==> src/rtl/branch_resolve_pht_if.sv <==
// branch_resolve_pht_if: lookup, resolve and perf signals of branch_resolve_pht; master drives requests, slave is the unit
interface branch_resolve_pht_if #(parameter int PERF_WIDTH = 32);
  logic                  lookup_en;
  logic [31:0]           lookup_pc;
  logic                  pred_take;
  logic                  br_valid;
  logic [3:0]            branch_type;
  logic [31:0]           br_pc;
  logic [31:0]           rs_value;
  logic [31:0]           rt_value;
  logic                  pred_take_in;
  logic                  stall;
  logic                  flush;
  logic                  res_valid;
  logic                  branch_take;
  logic                  pred_fail;
  logic [PERF_WIDTH-1:0] perf_branches;
  logic [PERF_WIDTH-1:0] perf_mispredicts;
  modport master (
    output lookup_en, lookup_pc, br_valid, branch_type, br_pc, rs_value, rt_value, pred_take_in, stall, flush,
    input  pred_take, res_valid, branch_take, pred_fail, perf_branches, perf_mispredicts
  );
  modport slave (
    input  lookup_en, lookup_pc, br_valid, branch_type, br_pc, rs_value, rt_value, pred_take_in, stall, flush,
    output pred_take, res_valid, branch_take, pred_fail, perf_branches, perf_mispredicts
  );
endinterface

==> src/rtl/branch_resolve_pht.sv <==
// branch_resolve_pht: branch resolve + saturating-counter PHT; ports clk, resetn (async low), bus (lookup_en/pc -> pred_take, br_* resolve -> res_valid/branch_take/pred_fail, perf counters)
module branch_resolve_pht #(
  parameter int PHT_DEPTH  = 64,
  parameter int CTR_WIDTH  = 2,
  parameter int PERF_WIDTH = 32
) (
  input logic                 clk,
  input logic                 resetn,
  branch_resolve_pht_if.slave bus
);
  localparam int IDX_W = $clog2(PHT_DEPTH);
  localparam logic [CTR_WIDTH-1:0] CTR_INIT = CTR_WIDTH'((1 << (CTR_WIDTH - 1)) - 1);
  localparam logic [3:0] BT_BEQ   = 4'd1;
  localparam logic [3:0] BT_BNE   = 4'd2;
  localparam logic [3:0] BT_BGEZ_ = 4'd3;
  localparam logic [3:0] BT_BGTZ  = 4'd4;
  localparam logic [3:0] BT_BLEZ  = 4'd5;
  localparam logic [3:0] BT_BLTZ_ = 4'd6;
  logic [CTR_WIDTH-1:0]  pht_q [PHT_DEPTH];
  logic [CTR_WIDTH-1:0]  pht_d [PHT_DEPTH];
  logic                  pred_take_q, pred_take_d;
  logic                  res_valid_q, res_valid_d;
  logic                  branch_take_q, branch_take_d;
  logic                  pred_fail_q, pred_fail_d;
  logic [PERF_WIDTH-1:0] perf_br_q, perf_br_d;
  logic [PERF_WIDTH-1:0] perf_mis_q, perf_mis_d;
  logic [IDX_W-1:0]      lk_idx, br_idx;
  logic [CTR_WIDTH-1:0]  ctr_old, ctr_new, lk_ctr;
  logic                  is_cond, taken, accept, miss, hold;
  logic                  unused_bits;
  assign lk_idx = bus.lookup_pc[IDX_W+1:2];
  assign br_idx = bus.br_pc[IDX_W+1:2];
  assign unused_bits = ^{bus.lookup_pc[31:IDX_W+2], bus.lookup_pc[1:0], bus.br_pc[31:IDX_W+2], bus.br_pc[1:0]};
  always_comb begin
    is_cond = bus.branch_type inside {BT_BEQ, BT_BNE, BT_BGEZ_, BT_BGTZ, BT_BLEZ, BT_BLTZ_};
    taken   = bus.branch_type == BT_BEQ  ? bus.rs_value == bus.rt_value :
              bus.branch_type == BT_BNE  ? bus.rs_value != bus.rt_value :
              bus.branch_type == BT_BGTZ ? $signed(bus.rs_value) > 0 :
              bus.branch_type == BT_BLEZ ? $signed(bus.rs_value) <= 0 :
              bus.branch_type == BT_BGEZ_ ? !bus.rs_value[31] :
              bus.branch_type == BT_BLTZ_ && bus.rs_value[31];
    accept  = bus.br_valid && is_cond && !bus.stall && !bus.flush;
    miss    = bus.pred_take_in ^ taken;
    hold    = bus.stall && !bus.flush;
    ctr_old = pht_q[br_idx];
    ctr_new = taken ? (&ctr_old ? ctr_old : ctr_old + 1'b1) : (|ctr_old ? ctr_old - 1'b1 : ctr_old);
    pht_d = pht_q;
    if (accept) pht_d[br_idx] = ctr_new;
    // a same-cycle training write to the looked-up entry is forwarded
    lk_ctr        = (accept && br_idx == lk_idx) ? ctr_new : pht_q[lk_idx];
    pred_take_d   = bus.stall ? pred_take_q : bus.lookup_en && lk_ctr[CTR_WIDTH-1];
    res_valid_d   = accept ? 1'b1 : hold && res_valid_q;
    branch_take_d = accept ? taken : hold && branch_take_q;
    pred_fail_d   = accept ? miss : hold && pred_fail_q;
    perf_br_d     = (accept && !(&perf_br_q)) ? perf_br_q + 1'b1 : perf_br_q;
    perf_mis_d    = (accept && miss && !(&perf_mis_q)) ? perf_mis_q + 1'b1 : perf_mis_q;
  end
  always_ff @(posedge clk or negedge resetn) begin
    if (!resetn) begin
      pred_take_q   <= 1'b0;
      res_valid_q   <= 1'b0;
      branch_take_q <= 1'b0;
      pred_fail_q   <= 1'b0;
      perf_br_q     <= '0;
      perf_mis_q    <= '0;
      for (int i = 0; i < PHT_DEPTH; i++) pht_q[i] <= CTR_INIT;
    end else begin
      pred_take_q   <= pred_take_d;
      res_valid_q   <= res_valid_d;
      branch_take_q <= branch_take_d;
      pred_fail_q   <= pred_fail_d;
      perf_br_q     <= perf_br_d;
      perf_mis_q    <= perf_mis_d;
      pht_q         <= pht_d;
    end
  end
  assign bus.pred_take        = pred_take_q;
  assign bus.res_valid        = res_valid_q;
  assign bus.branch_take      = branch_take_q;
  assign bus.pred_fail        = pred_fail_q;
  assign bus.perf_branches    = perf_br_q;
  assign bus.perf_mispredicts = perf_mis_q;
endmodule

==> src/flat_wrapper.sv <==
// flat-port wrapper written by rule: the top's interface ports become plain ports
module branch_resolve_pht_flat 
#(
  parameter int PHT_DEPTH  = 64,
  parameter int CTR_WIDTH  = 2,
  parameter int PERF_WIDTH = 32
)
  (clk, resetn, bus_lookup_en, bus_lookup_pc, bus_br_valid, bus_branch_type, bus_br_pc, bus_rs_value, bus_rt_value, bus_pred_take_in, bus_stall, bus_flush, bus_pred_take, bus_res_valid, bus_branch_take, bus_pred_fail, bus_perf_branches, bus_perf_mispredicts);
  branch_resolve_pht_if #(.PERF_WIDTH(PERF_WIDTH)) bus_i ();
  input logic clk;
  input logic resetn;
  input wire logic [$bits(bus_i.lookup_en)-1:0] bus_lookup_en;
  input wire logic [$bits(bus_i.lookup_pc)-1:0] bus_lookup_pc;
  input wire logic [$bits(bus_i.br_valid)-1:0] bus_br_valid;
  input wire logic [$bits(bus_i.branch_type)-1:0] bus_branch_type;
  input wire logic [$bits(bus_i.br_pc)-1:0] bus_br_pc;
  input wire logic [$bits(bus_i.rs_value)-1:0] bus_rs_value;
  input wire logic [$bits(bus_i.rt_value)-1:0] bus_rt_value;
  input wire logic [$bits(bus_i.pred_take_in)-1:0] bus_pred_take_in;
  input wire logic [$bits(bus_i.stall)-1:0] bus_stall;
  input wire logic [$bits(bus_i.flush)-1:0] bus_flush;
  output wire logic [$bits(bus_i.pred_take)-1:0] bus_pred_take;
  output wire logic [$bits(bus_i.res_valid)-1:0] bus_res_valid;
  output wire logic [$bits(bus_i.branch_take)-1:0] bus_branch_take;
  output wire logic [$bits(bus_i.pred_fail)-1:0] bus_pred_fail;
  output wire logic [$bits(bus_i.perf_branches)-1:0] bus_perf_branches;
  output wire logic [$bits(bus_i.perf_mispredicts)-1:0] bus_perf_mispredicts;
  assign bus_i.lookup_en = bus_lookup_en;
  assign bus_i.lookup_pc = bus_lookup_pc;
  assign bus_i.br_valid = bus_br_valid;
  assign bus_i.branch_type = bus_branch_type;
  assign bus_i.br_pc = bus_br_pc;
  assign bus_i.rs_value = bus_rs_value;
  assign bus_i.rt_value = bus_rt_value;
  assign bus_i.pred_take_in = bus_pred_take_in;
  assign bus_i.stall = bus_stall;
  assign bus_i.flush = bus_flush;
  assign bus_pred_take = bus_i.pred_take;
  assign bus_res_valid = bus_i.res_valid;
  assign bus_branch_take = bus_i.branch_take;
  assign bus_pred_fail = bus_i.pred_fail;
  assign bus_perf_branches = bus_i.perf_branches;
  assign bus_perf_mispredicts = bus_i.perf_mispredicts;
  branch_resolve_pht #(.PHT_DEPTH(PHT_DEPTH), .CTR_WIDTH(CTR_WIDTH), .PERF_WIDTH(PERF_WIDTH)) u_core (.clk(clk), .resetn(resetn), .bus(bus_i));
endmodule
==> config.mk <==
export PLATFORM = sky130hd
export DESIGN_NAME = branch_resolve_pht_flat
export DESIGN_NICKNAME = d
export VERILOG_FILES = /design/src/rtl/branch_resolve_pht_if.sv /design/src/rtl/branch_resolve_pht.sv /design/src/flat_wrapper.sv
export SDC_FILE = /design/constraint.sdc
export NUM_CORES = 1
export LEC_CHECK = 0
export CAP_MARGIN = 15
export CORE_MARGIN = 3
export CORE_UTILIZATION = 53
export DETAILED_ROUTE_END_ITERATION = 16
export GPL_ROUTABILITY_DRIVEN = 0
export PLACE_DENSITY_LB_ADDON = 0.05
export SLEW_MARGIN = 20
export SYNTH_ARGS = -nofsm -noshare
export SYNTH_HDL_FRONTEND = slang
export SYNTH_SLANG_ARGS = --single-unit
==> constraint.sdc <==
create_clock -name clk -period 3.15 [get_ports clk]
set_clock_uncertainty 0.05 [all_clocks]
set_input_delay 0.4725 -clock clk [delete_from_list [all_inputs] [get_ports clk]]
set_output_delay 0.4725 -clock clk [all_outputs]
set_load 0.01 [all_outputs]
## Word-level counts from Yosys, hierarchy flattened

Cells that the tools add are included.
W data, S select, Z words.

- ROM bits: 0
- Input port bits: 139
- Output and inout port bits: 68
- Flip-flop bits (word level): 196
- Memory bits (writable): 0
- Bits in latches: 0
- Memories: 0
- Logic and storage cells: 136

- Magnitude comparators: 5
- $mul: 0
- Add/sub/neg operators: 4
- Divide/modulo/power cells: 0
- Eq/ne operators: 9
- Multiplexer cells: 21
- Reductions and logical operators: 24
- Shift operators: 0
- Bitwise logic cells: 3

Operators by type and width:

| kind | number |
|---|---|
| $bwmux W128 | 1 |
| $add A32 B1 Y32 const B | 2 |
| $reduce_and A32 Y1 | 2 |
| $eq A32 B32 Y1 | 1 |
| $gt A32 B1 Y1 const B | 1 |
| $le A32 B1 Y1 const B | 1 |
| $ne A32 B32 Y1 | 1 |
| $bmux W2 S6 | 2 |
| $mux W2 | 9 |
| $ge A7 B7 Y1 const B | 2 |
| $logic_and A1 B1 Y1 | 14 |
| $not A6 Y7 | 2 |
| $demux W2 S6 | 1 |
| $eq A4 B3 Y1 const B | 3 |
| $eq A4 B2 Y1 const B | 2 |
| $mux W1 | 8 |
| $lt A7 B1 Y1 const B | 1 |
| $eq A6 B6 Y1 | 1 |
| $reduce_bool A6 Y1 | 1 |
| $logic_not A1 Y1 | 5 |
| $eq A4 B1 Y1 const B | 1 |
| $add A2 B1 Y2 const B | 1 |
| $reduce_and A2 Y1 | 1 |
| $reduce_or A2 Y1 | 1 |
| 2 further kinds | 2 |

## Logic depth before layout (Yosys ltp)

Gate-level depths: netlist of the first run.

- Depth after elaboration: 10
- Gate-level depth with buffers: 13
- Mapped depth without buffers: 10

## Worst setup path before layout of the first run

OpenSTA, ideal clock, no wires.

- Kind: input to register
- From: input bus_lookup_pc[2]
- To: register u_core.pred_take_q, in the netlist u_core.bus.pred_take
- Arrival time: 2.702 ns
- Cell stages on the path: 8
- Setup slack: 0.257 ns
- Setup time: 0.141 ns
- Buffers on the path: 2
- Required time: 2.959 ns
- Path through: buf_2 buf_2 mux4_2 mux4_2 mux4_2 o21a_1 nor2_1 a221oi_1

- Word-level cells in the longest chain between the ends: 6
- Elaborated cells on any way between the ends: 8
- Classes of those cells: 1 x eq/ne; 4 x mux; 1 x bitwise; 2 x reduce/logical

Ends and longest elaborated chain:

| what | RTL line | text |
|---|---|---|
| start: declaration | flat_wrapper.sv:13 | `input wire logic [$bits(bus_i.lookup_pc)-1:0] bus_lookup_pc;` |
| $not A6 Y7 (not written as such) | branch_resolve_pht.sv:50 | `lk_ctr = (accept && br_idx == lk_idx) ? ctr_new : pht_q[lk_idx];` |
| $bmux W2 S6 | branch_resolve_pht.sv:50 |  |
| $mux W2 (not written as such) (2 in series) | branch_resolve_pht.sv:50 |  |
| $mux W2 * | branch_resolve_pht.sv:50 |  |
| $logic_and A1 B1 Y1 * | branch_resolve_pht.sv:51 | `pred_take_d = bus.stall ? pred_take_q : bus.lookup_en && lk_ctr[CTR_WIDTH-1];` |
| end signal: assignment | branch_resolve_pht.sv:68 | `pred_take_q <= pred_take_d;` |
| end: declaration | branch_resolve_pht.sv:21 | `logic pred_take_q, pred_take_d;` |

Mark *: on every way between the ends. The rest lies on a longest branch, timed or not. The select of a mux whose other input is x is not followed.
A chain may end at the register's enable or synchronous reset.

## Worst setup path in the final report of the first run

- From: input bus_rt_value[3]
- To: register u_core.pht_q[76] (netlist bit)

- Word-level cells in the longest chain between the ends: 5
- Elaborated cells on any way between the ends: 6
- Classes of those cells: 2 x eq/ne; 4 x mux

Ends and longest elaborated chain:

| what | RTL line | text |
|---|---|---|
| start: declaration | flat_wrapper.sv:18 | `input wire logic [$bits(bus_i.rt_value)-1:0] bus_rt_value;` |
| $ne A32 B32 Y1 | branch_resolve_pht.sv:37 | `bus.branch_type == BT_BNE ? bus.rs_value != bus.rt_value :` |
| $mux W1 | branch_resolve_pht.sv:37 |  |
| $mux W1 * | branch_resolve_pht.sv:36 | `taken = bus.branch_type == BT_BEQ ? bus.rs_value == bus.rt_value :` |
| $mux W2 * | branch_resolve_pht.sv:46 | `ctr_new = taken ? (&ctr_old ? ctr_old : ctr_old + 1'b1) : (\|ctr_old ? ctr_old - 1'b1 : ctr_old);` |
| $bwmux W128 * | branch_resolve_pht.sv:48 | `if (accept) pht_d[br_idx] = ctr_new;` |
| end signal: assignment | branch_resolve_pht.sv:74 | `pht_q <= pht_d;` |
| end: declaration | branch_resolve_pht.sv:19 | `logic [CTR_WIDTH-1:0] pht_q [PHT_DEPTH];` |

Mark *: on every way between the ends. The rest lies on a longest branch, timed or not.

==> flow_summary.json, run 1 <==
{
  "outcome": "finished, violations left",
  "violations": "hold timing",
  "wire_per_inst_um": 20.56,
  "synth_edf_count": 0,
  "grt_setup_unrepaired": "yes",
  "leakage_nw": 6.090,
  "synthDistinctLibCells": 57,
  "synthAdderAreaFrac_pct": 0.5442,
  "cts_buffers": 17,
  "yosysSeqAreaShare_pct": 47.14,
  "wirelength_met1_um": 12840,
  "instances_no_fill": 1472,
  "ctsRootBufferMaster": "clkbuf_16",
  "ys.flop_type": "dfrtp_1",
  "p_int_mw": 4.283,
  "start_kind": "input pin",
  "synth-xor-area-share_pct": 8.365,
  "chipHeight_um": 147.3,
  "grt_max_degree": 80,
  "track_usage_pct": 28.04,
  "cts.clk_slew.worst_paths_ns": 0.08,
  "hold_viol": 5,
  "path_class": "input pin to register",
  "boundaryPins": 207,
  "synth_top_family_by_area": "multiplexers",
  "cts_tree": "built",
  "drive_gt1_share_pct": 30.99,
  "fin_crit_sh_pct": 98.46,
  "end_kind": "register",
  "drc": 0,
  "syn_avg_cell_area_um2": 11.20,
  "maxCapViolCount": 0,
  "hpwl_um": 21810,
  "max_freq_mhz": 322.4,
  "pwr-share-seq_pct": 46.6,
  "dr.max_layer_used": "met5",
  "tightest_slew_ns": 0.6643,
  "dp.cells": 1436,
  "wl_met3_um": 2620,
  "holdWs_ns": -0.009985,
  "fin_crit_ns": 3.101,
  "grt.overflow.total": 0,
  "cp.arrival_ns": 3.41,
  "synth_compound_area_share_pct": 5.916,
  "setup_violations": 0,
  "hold_class": "input pin to async pin",
  "clock_sinks": 196,
  "drt_pass1_iterations": 5,
  "initialDrtViolationCount": 680,
  "slew_viol_final": 0,
  "wl_um": 30260,
  "switching_share_pct": 25.00,
  "htreeDepth": 4,
  "antenna_left": 0,
  "via_per_inst": 5.848,
  "grt_pass1_wl_um": 47460,
  "required_ns": 3.46,
  "clock_latency_ns": 0.43,
  "die_area_mm2": 0.02168,
  "finalNetCount": 1335,
  "synth_warnings": 0,
  "dr_wl_met2_um": 13970,
  "p_per_area_mw_per_mm2": 408.7,
  "core_mm2": 0.01953,
  "grt_pass1_vias": 8646,
  "syn_nets": 1085,
  "p_sw_mw": 1.428,
  "antenna_found_initial": 1,
  "diodes": 0,
  "tns_ns": 0,
  "cts_buffer_depth": 2,
  "crit_fanout": 16,
  "clkPwrFrac_pct": 39.1,
  "die_w_um": 147.3,
  "synth.ff_latch_count": 196,
  "slew_headroom_pct": 55.71,
  "via_count": 8608,
  "async_flop_share_pct": 100.0,
  "vdd_drop_max_uv": 392.5,
  "syn_area_mm2": 0.01058,
  "combPwrFrac_pct": 14.4,
  "syn2layout_area_growth_pct": 32.11,
  "rows": 51,
  "yosys-mux-area-fraction_pct": 19.85,
  "start_util_pct": 54.16,
  "io_buffer_count": 154,
  "netlist_instances": 944,
  "synth_simple_gate_area_share_pct": 15.16
}
## area by class of cell
cell class                 instances  area [µm²]
sequential                       196        4985
fill                            1457        5555
clock buffer                      22       444.2
timing repair buffer             278        2664
clock inverter                    10       150.1
tap                              265       331.6
multi-input combinational        693        5366
inverter                           8       30.03
## timing repair
action / 4_1_cts / 5_1_grt
cloned: 1 / 0
setup buffers: 1 / 2
setup endpoints to repair: 129 / 120
gates resized for setup: 14 / 29
pin swaps: 6 / 14
hold buffers: 0 / 0
## registers in the layout (all words and copies together), names as in the netlist
| name | count |
|---|---|
| u_core.bus.pred_take | 1 |
| u_core.bus.res_valid | 1 |
| u_core.bus.perf_branches | 32 |
| u_core.bus.perf_mispredicts | 32 |
| u_core.bus.branch_take | 1 |
| u_core.pht_q | 128 |
| u_core.bus.pred_fail | 1 |
## per-stage QoR
stage | setup WS, ns | area, µm² | power [mW] | utilization (%)
final | 0.04856 | 13970 | 5.711 | 71.55
after global routing | -0.07287 | 13970 | 5.924 | 71.55
after CTS | 0.03175 | 13840 | 5.733 | 70.86
after detailed placement | -0.6812 | 13170 | 3.486 | 67.42
after global placement | -0.6185 | 13170 | 3.475 | 67.42
after floorplan | 0.2567 | 10580 | 3.028 | -
## synth_stat cells, drive strengths merged (16+ instances only)
master,number,area [µm²]
dfrtp,132,3303
nand2,110,412.9
mux2,106,1194
nor2,68,255.2
xnor2,65,569.3
dfstp,64,1682
o21ai,43,215.2
xor2,36,315.3
buf,31,230.2
mux4,30,675.7
nand3,29,145.1
mux2i,23,230.2
nand4,21,131.4
a21oi,17,85.08
nor3,17,85.08
clkbuf,16,60.06
## layout by cell type (no fill, tap or decap), drive strengths merged, types with 5 or more instances in the layout
cell,n
inv,11
a21oi,17
and4,9
nand4,21
a22oi,7
xor2,36
mux2i,23
o21ai,43
mux2,106
a211oi,6
and3,15
clkdlybuf4s50,133
mux4,30
nand2,110
nor2,68
dfstp,64
and2,12
dlymetal6s2s,16
buf,125
xnor2,65
o22ai,5
nor4,13
nor3,17
nand3,29
a221oi,9
clkbuf,24
nor2b,12
dfrtp,132
## worst max-delay path, stage by stage
cell,delay (ns)
clkdlybuf4s50_1,0.42
xnor2_1,0.21
nand4_1,0.18
nor4_4,0.35
a21oi_2,0.11
o32a_1,0.37
and2_1,0.15
nor2b_1,0.18
maj3_2,0.38
buf_12,0.16
buf_12,0.14
mux2_2,0.27
## final timing paths
check | startpoint | to | slack [ns] | depth (start not counted)
hold reg to reg | u_core.bus.res_valid | u_core.bus.res_valid | 0.43 | 2
max in group asynchronous | resetn | u_core.pht_q[14] | 2.13 | 2
setup reg to reg | u_core.pht_q[73] | u_core.pht_q[76] | 0.22 | 11
min in group clk | u_core.bus.res_valid | u_core.bus.res_valid | 0.43 | 2
setup / recovery | bus_rt_value[3] | u_core.pht_q[76] | 0.05 | 12
hold / removal | resetn | u_core.bus.perf_mispredicts[11] | -0.01 | 1
## per-layer routing
layer | track usage (%) | vias to the layer above
li1 | - | 3909
met1 | 38.54 | 4237
met2 | 44.06 | 394
met3 | 7.125 | 66
met4 | 9.226 | 2
met5 | 0 | -
## cells by family after synthesis
| family | count (synthesis) |
|---|---|
| simple gates | 327 |
| flops | 196 |
| mux | 159 |
| compound gates | 101 |
| xor+xnor | 101 |
| buf+inv | 55 |
| fa+ha+maj | 5 |
## power groups by stage
stage          sequential [mW]  combinational (mW)  clock (mW)
6_report                  2.66               0.820        2.23
5_1_grt                   2.67               0.885        2.37
4_1_cts                   2.66               0.806        2.27
3_5_place_dp              2.70               0.782           0
3_3_place_gp              2.70               0.774           0
2_1_floorplan             2.71               0.322           0
Note: power is estimated with default switching activity, not from simulation.
==> run 2: changes to the inputs <==
CTS_CLUSTER_SIZE = 25   (was default)
==> results of run 2 <==
The final DEF is identical to that of run 1; final timing and power are the same.
